### src/rtl/led_pkg.sv
// Shared types and constants for the LED pattern sequencer.
package led_pkg;

   // Display modes, in the order a mode press cycles through them.
   typedef enum logic [1:0] {
      MODE_ROT_L  = 2'd0,
      MODE_ROT_R  = 2'd1,
      MODE_BOUNCE = 2'd2,
      MODE_BLINK  = 2'd3
   } mode_t;

   // Direction of travel of the lit LED in bounce mode.
   typedef enum logic {
      DIR_LEFT  = 1'b0,
      DIR_RIGHT = 1'b1
   } dir_t;

   // Pattern constants are held wide; the top slices them to LED_W (max 32).
   localparam int PAT_MAX_W = 32;
   localparam logic [PAT_MAX_W-1:0] PAT_ONEHOT_INIT = 32'h0000_0001;
   localparam logic [PAT_MAX_W-1:0] PAT_ALL_ON      = 32'hFFFF_FFFF;
   localparam logic [PAT_MAX_W-1:0] LED_OFF_ALL     = 32'hFFFF_FFFF;

   // Mode that follows m on a mode press.
   function automatic mode_t next_mode(input mode_t m);
      mode_t r;
      case (m)
         MODE_ROT_L:  r = MODE_ROT_R;
         MODE_ROT_R:  r = MODE_BOUNCE;
         MODE_BOUNCE: r = MODE_BLINK;
         default:     r = MODE_ROT_L;
      endcase
      return r;
   endfunction

endpackage

### src/rtl/led_pattern_ctrl_btn_debounce.sv
// Push-button conditioner: 2-FF synchroniser, level debounce and a
// one-cycle press pulse on each accepted press (1 -> 0) of the button.
module btn_debounce #(
   parameter int DEBOUNCE_CYCLES = 270_000
) (
   input  logic sys_clk,
   input  logic sys_rst,
   input  logic btn_n,
   output logic press
);

   localparam int CNT_W = $clog2(DEBOUNCE_CYCLES + 1);
   localparam logic [CNT_W-1:0] CNT_LAST = CNT_W'(DEBOUNCE_CYCLES - 1);

   logic             sync1_reg;
   logic             sync2_reg;
   logic             level_reg;
   logic             press_reg;
   logic [CNT_W-1:0] cnt_reg;

   // Bring the raw asynchronous button into the sys_clk domain.
   always_ff @(posedge sys_clk or posedge sys_rst) begin
      if (sys_rst) begin
         sync1_reg <= 1'b1;
         sync2_reg <= 1'b1;
      end else begin
         sync1_reg <= btn_n;
         sync2_reg <= sync1_reg;
      end
   end

   // Accept a new level only after it has held for DEBOUNCE_CYCLES cycles.
   always_ff @(posedge sys_clk or posedge sys_rst) begin
      if (sys_rst) begin
         level_reg <= 1'b1;
         cnt_reg   <= '0;
         press_reg <= 1'b0;
      end else begin
         press_reg <= 1'b0;
         if (sync2_reg == level_reg) begin
            cnt_reg <= '0;
         end else if (cnt_reg == CNT_LAST) begin
            cnt_reg   <= '0;
            level_reg <= sync2_reg;
            press_reg <= ~sync2_reg;
         end else begin
            cnt_reg <= cnt_reg + 1'b1;
         end
      end
   end

   assign press = press_reg;

endmodule

### src/rtl/led_pattern_ctrl.sv
// Button-driven LED pattern sequencer: mode/speed buttons, step tick
// generator and a pattern engine driving active-low LED pins.
module led_pattern_ctrl
   import led_pkg::*;
#(
   parameter int LED_W           = 6,
   parameter int TICK_CYCLES     = 1_350_000,
   parameter int DEBOUNCE_CYCLES = 270_000
) (
   input  logic             sys_clk,
   input  logic             sys_rst,
   input  logic             btn_mode_n,
   input  logic             btn_speed_n,
   output logic [LED_W-1:0] led,
   output logic [1:0]       mode,
   output logic [1:0]       speed,
   output logic             step_tick
);

   localparam int CNT_W = $clog2(TICK_CYCLES + 1);
   localparam logic [CNT_W-1:0] TICK_PERIOD = CNT_W'(TICK_CYCLES);
   localparam logic [LED_W-1:0] P_ONEHOT = PAT_ONEHOT_INIT[LED_W-1:0];
   localparam logic [LED_W-1:0] P_ALL_ON = PAT_ALL_ON[LED_W-1:0];
   localparam logic [LED_W-1:0] L_OFF    = LED_OFF_ALL[LED_W-1:0];

   // Bit 0 = mode button, bit 1 = speed button.
   logic [1:0] btn_raw_n;
   logic [1:0] press_vec;
   logic       mode_press;
   logic       speed_press;
   logic       any_press;

   assign btn_raw_n   = {btn_speed_n, btn_mode_n};
   assign mode_press  = press_vec[0];
   assign speed_press = press_vec[1];
   assign any_press   = mode_press | speed_press;

   genvar gi;
   generate
      for (gi = 0; gi < 2; gi++) begin : g_btn
         btn_debounce #(
            .DEBOUNCE_CYCLES (DEBOUNCE_CYCLES)
         ) u_btn (
            .sys_clk (sys_clk),
            .sys_rst (sys_rst),
            .btn_n   (btn_raw_n[gi]),
            .press   (press_vec[gi])
         );
      end
   endgenerate

   logic [1:0]       speed_reg;
   logic [CNT_W-1:0] tick_cnt_reg;
   logic             step_tick_reg;
   logic [CNT_W-1:0] period;

   // Faster speeds halve the step period each time.
   assign period = TICK_PERIOD >> speed_reg;

   // Speed index advances on each speed press, wrapping 3 -> 0.
   always_ff @(posedge sys_clk or posedge sys_rst) begin
      if (sys_rst) begin
         speed_reg <= 2'd0;
      end else if (speed_press) begin
         speed_reg <= speed_reg + 2'd1;
      end
   end

   // Step tick generator; any press restarts the period from zero.
   always_ff @(posedge sys_clk or posedge sys_rst) begin
      if (sys_rst) begin
         tick_cnt_reg  <= '0;
         step_tick_reg <= 1'b0;
      end else if (any_press) begin
         tick_cnt_reg  <= '0;
         step_tick_reg <= 1'b0;
      end else if (tick_cnt_reg == period - 1'b1) begin
         tick_cnt_reg  <= '0;
         step_tick_reg <= 1'b1;
      end else begin
         tick_cnt_reg  <= tick_cnt_reg + 1'b1;
         step_tick_reg <= 1'b0;
      end
   end

   mode_t            mode_reg,  mode_next;
   dir_t             dir_reg,   dir_next;
   logic [LED_W-1:0] p_reg,     p_next;
   logic [LED_W-1:0] led_reg,   led_next;

   // Mode, direction, pattern and LED pin registers.
   always_ff @(posedge sys_clk or posedge sys_rst) begin
      if (sys_rst) begin
         mode_reg <= MODE_ROT_L;
         dir_reg  <= DIR_LEFT;
         p_reg    <= P_ONEHOT;
         led_reg  <= L_OFF ^ P_ONEHOT;
      end else begin
         mode_reg <= mode_next;
         dir_reg  <= dir_next;
         p_reg    <= p_next;
         led_reg  <= led_next;
      end
   end

   // Next mode/pattern: a press reloads (and suppresses a coincident step).
   always_comb begin
      mode_next = mode_reg;
      dir_next  = dir_reg;
      p_next    = p_reg;
      if (mode_press) begin
         mode_next = next_mode(mode_reg);
         dir_next  = DIR_LEFT;
         p_next    = (next_mode(mode_reg) == MODE_BLINK) ? P_ALL_ON : P_ONEHOT;
      end else if (speed_press) begin
         p_next = p_reg;
      end else if (step_tick_reg) begin
         case (mode_reg)
            MODE_ROT_L: p_next = {p_reg[LED_W-2:0], p_reg[LED_W-1]};
            MODE_ROT_R: p_next = {p_reg[0], p_reg[LED_W-1:1]};
            MODE_BOUNCE: begin
               if (dir_reg == DIR_LEFT) begin
                  if (p_reg[LED_W-1]) begin
                     p_next   = {1'b0, p_reg[LED_W-1:1]};
                     dir_next = DIR_RIGHT;
                  end else begin
                     p_next = {p_reg[LED_W-2:0], 1'b0};
                  end
               end else begin
                  if (p_reg[0]) begin
                     p_next   = {p_reg[LED_W-2:0], 1'b0};
                     dir_next = DIR_LEFT;
                  end else begin
                     p_next = {1'b0, p_reg[LED_W-1:1]};
                  end
               end
            end
            default: p_next = ~p_reg;
         endcase
      end
      led_next = L_OFF ^ p_next;
   end

   assign led       = led_reg;
   assign mode      = mode_reg;
   assign speed     = speed_reg;
   assign step_tick = step_tick_reg;

endmodule

### config.mk
export PLATFORM = sky130hd
export DESIGN_NAME = led_pattern_ctrl
export DESIGN_NICKNAME = d
export VERILOG_FILES = /design/src/rtl/led_pkg.sv /design/src/rtl/led_pattern_ctrl_btn_debounce.sv /design/src/rtl/led_pattern_ctrl.sv
export SDC_FILE = /design/constraint.sdc
export NUM_CORES = 1
export LEC_CHECK = 0
export CAP_MARGIN = 20
export CORE_UTILIZATION = 35
export DETAILED_ROUTE_END_ITERATION = 8
export SETUP_SLACK_MARGIN = 0.5
export SYNTH_ARGS = -nofsm -noshare
export SYNTH_HDL_FRONTEND = slang
export SYNTH_SLANG_ARGS = --single-unit
### constraint.sdc
create_clock -name sys_clk -period 3 [get_ports sys_clk]
set_input_delay 0.9 -clock sys_clk [delete_from_list [all_inputs] [get_ports sys_clk]]
set_output_delay 0.9 -clock sys_clk [all_outputs]
set_load 0.05 [all_outputs]
==> reports/metrics.yaml <==
die:
  die_y_um: 113
  die_area_mm2: 0.0128
  io_pins: 15
  core_area_mm2: 0.0120
  fp-row-count: 40
  die_w_um: 113
  initial_core_util_pct: 36.0
clock_network:
  numCtsBuffers: 9
  clkTransAtPathRegs_ps: 70
  insertion_delay_ps: 330
  cts_root_buffer: "clkbuf_16"
  cts_tree: "yes"
  h-tree-depth: 3
  cts.sinks: 85
  clock_path_buffers: 2
global_routing:
  grt_pass1_wl_um: 14600
  grt_max_degree: 86
  grt_usage_pct: 14.0
  grt_pass1_vias: 3148
  grt_antenna_before_repair: 0
  overflow: 0
timing:
  post-route-period-util_pct: 81.4
  fmax_ghz: 0.410
  fin_crit_ps: 2440
  setup_tns_ps: 0
  drv_slew: 0
  relSlewSlack_pct: 56.5
  tightestPinTransition_ps: 647
  clock_skew_ps: 11.3
  setup_viol: 0
  rsz0062_at_grt: "no"
  hold_violations: 0
setup_path:
  worst_path_max_delay_cell: "clkdlybuf4s50_1"
  reg2reg_from: "speed[0]$_DFFE_PP0P_"
  crit_family: "buffers and inverters"
  slowest_delay_ps: 820
  cp-start-kind: "register"
  critPathBufInv: 1
  cp.arrival_ps: 1540
  cp.depth: 1
  worst_ep_required_time_ps: 2100
  timing.rr.end: "tick_cnt_reg[13]$_DFF_PP0_"
  crit_fanout: 4
  r2r_cells: 8
  crit_end: "mode[1]"
  critPathKind: "register to output port"
  r2r_slack_ps: 750
  cp-end-kind: "output port"
  critPathLaunch: "mode[1]$_DFFE_PP0P_"
  crit_chain: "clkdlybuf4s50_1"
placement:
  placed_area_mm2: 0.00462
  gp_congestion: 0.826
  dp_hpwl_um: 5540
  io_buffers: 14
routing:
  drtIter0Drc: 187
  vias_per_cell: 5.14
  via_count: 3088
  antenna_left: 0
  totalWireLength_um: 8250
  drc: 0
  wl_per_cell_um: 13.7
  first_pass_iters: 4
synth:
  avgSynthCellArea_um2: 9.97
  synth_top_cell_area_share_pct: 42.2
  synth_warnings: 0
  synth.area.top_cells: "dfrtp_1, dfstp_2, nor2_1"
  ys_async_sr_fraction_pct: 100
  synth_fp_nets: 451
  syn-cell-area_mm2: 0.00433
  synth_top_cell_by_area: "dfrtp_1"
  synth_edf_count: 0
  synth_most_common_cell: "nor2_1"
  seq_area_frac_synth_pct: 49.5
  synth_cell_type_count: 56
  postSynthCellCount: 434
  synth_top_flop_cell: "dfrtp_1"
  ys_seq_elements: 85
  ys_top_cells_by_count: "nor2_1, dfrtp_1, xnor2_1"
job:
  drv_cap: 0
layout:
  area_delta_synth_final_pct: 13.9
  n_antenna_cell: 0
  layout.nets: 466
  drive_above_1_share_pct: 10.6
  postLayoutCellArea_mm2: 0.00493
  largest_reg_flops: 38
worst_hold_path:
  hold_class: "register to register"
status:
  status: "complete, no violations"
pwr:
  power_density_mw_per_mm2: 464
  irDropWorstVdd_uv: 330
  p_leak_nw: 2.06
## timing repair
action | in CTS | in global routing
hold buffers | 0 | 0
gates resized for setup | 8 | 3
pin swaps | 0 | 1
endpoints found under the hold margin | 0 | 0
setup endpoints to repair | 19 | 15
setup buffers | 0 | 1
cloned | 0 | 0
## power breakdown
part | internal, mW | switching [mW]
Combinational | 0.0135 | 0.0353
Sequential | 1.16 | 0.00929
Clock | 0.628 | 0.440
Total | 1.80 | 0.485
## cell type report
type | instances | area [um2]
fill | 1170 | 7080
sequential | 85 | 2140
multi-input combinational | 318 | 2060
clock buffer | 13 | 270
tap | 147 | 184
timing repair buffer | 17 | 173
inverter | 18 | 71.3
clock inverter | 3 | 20.0
## cell families after synthesis
kind of cell | share of synthesized area (%)
AO/OA/AOI/OAI | 7.15
XOR/XNOR | 12.1
adder cells (fa/ha/maj) | 3.76
buffers and inverters | 2.92
flip-flops | 49.5
multiplexers | 0.752
AND/OR/NAND/NOR | 23.7
## worst register-to-register path: stages (launching register included)
cell       delay [ps]
dfrtp_2           460
inv_1             110
ha_1              360
nor4bb_1          290
nand2_1           100
a2111oi_2         340
a211o_2           210
buf_4             190
nor2_1             70
## stage by stage
stage	utilization [%]	instances	power [mW]	setup slack [ps]	hold WS, ps
finish	41.0	601	2.28	559	356
global route	41.0	601	2.36	521	363
CTS	40.9	600	2.31	529	355
detailed placement	38.5	584	1.24	357	348
global placement	38.5	584	1.24	446	346
floorplan	-	434	1.22	592	345
## cell usage in the layout (no fill, tap or decap), types with 3 or more instances in the layout
cell             instances
a21o_1                   5
a21oi_1                  5
a221oi_1                 3
and3_1                   7
clkbuf_16                9
clkbuf_8                 3
clkdlybuf4s50_1          6
clkinvlp_4               3
dfrtp_1                 71
dfstp_2                 12
dlygate4sd2_1            6
ha_1                    13
inv_1                   17
nand2_1                 23
nand2b_1                 4
nand3_1                 28
nand4_1                 12
nor2_1                  77
nor3_1                  13
nor3b_1                  5
nor4_1                   6
o21ai_0                  8
or2_2                    3
or3_1                    3
xnor2_1                 33
xor2_1                  27
## worst min path at each step
stage	start	end	slack [ps]	cells after the start
final	g_btn[1].u_btn.sync1_reg$_DFF_PP1_	g_btn[1].u_btn.sync2_reg$_DFF_PP1_	360	0
after global routing	g_btn[0].u_btn.sync1_reg$_DFF_PP1_	g_btn[0].u_btn.sync2_reg$_DFF_PP1_	360	0
after CTS	g_btn[1].u_btn.sync1_reg$_DFF_PP1_	g_btn[1].u_btn.sync2_reg$_DFF_PP1_	360	0
after detailed placement	g_btn[0].u_btn.sync1_reg$_DFF_PP1_	g_btn[0].u_btn.sync2_reg$_DFF_PP1_	350	0
after global placement	g_btn[1].u_btn.sync1_reg$_DFF_PP1_	g_btn[1].u_btn.sync2_reg$_DFF_PP1_	350	0
after floorplan	g_btn[0].u_btn.sync1_reg$_DFF_PP1_	g_btn[0].u_btn.sync2_reg$_DFF_PP1_	350	0
## routing by layer
metal	track usage, %	routed length (um)	vias up	part of all wire, %
li1	-	-	1532	-
met1	18.8	4140	1520	50
met2	22.7	3850	23	47
met3	2.09	118	13	1.4
met4	5.79	146	0	1.8
met5	0	0	-	0
(Power assumes the default switching activity.)
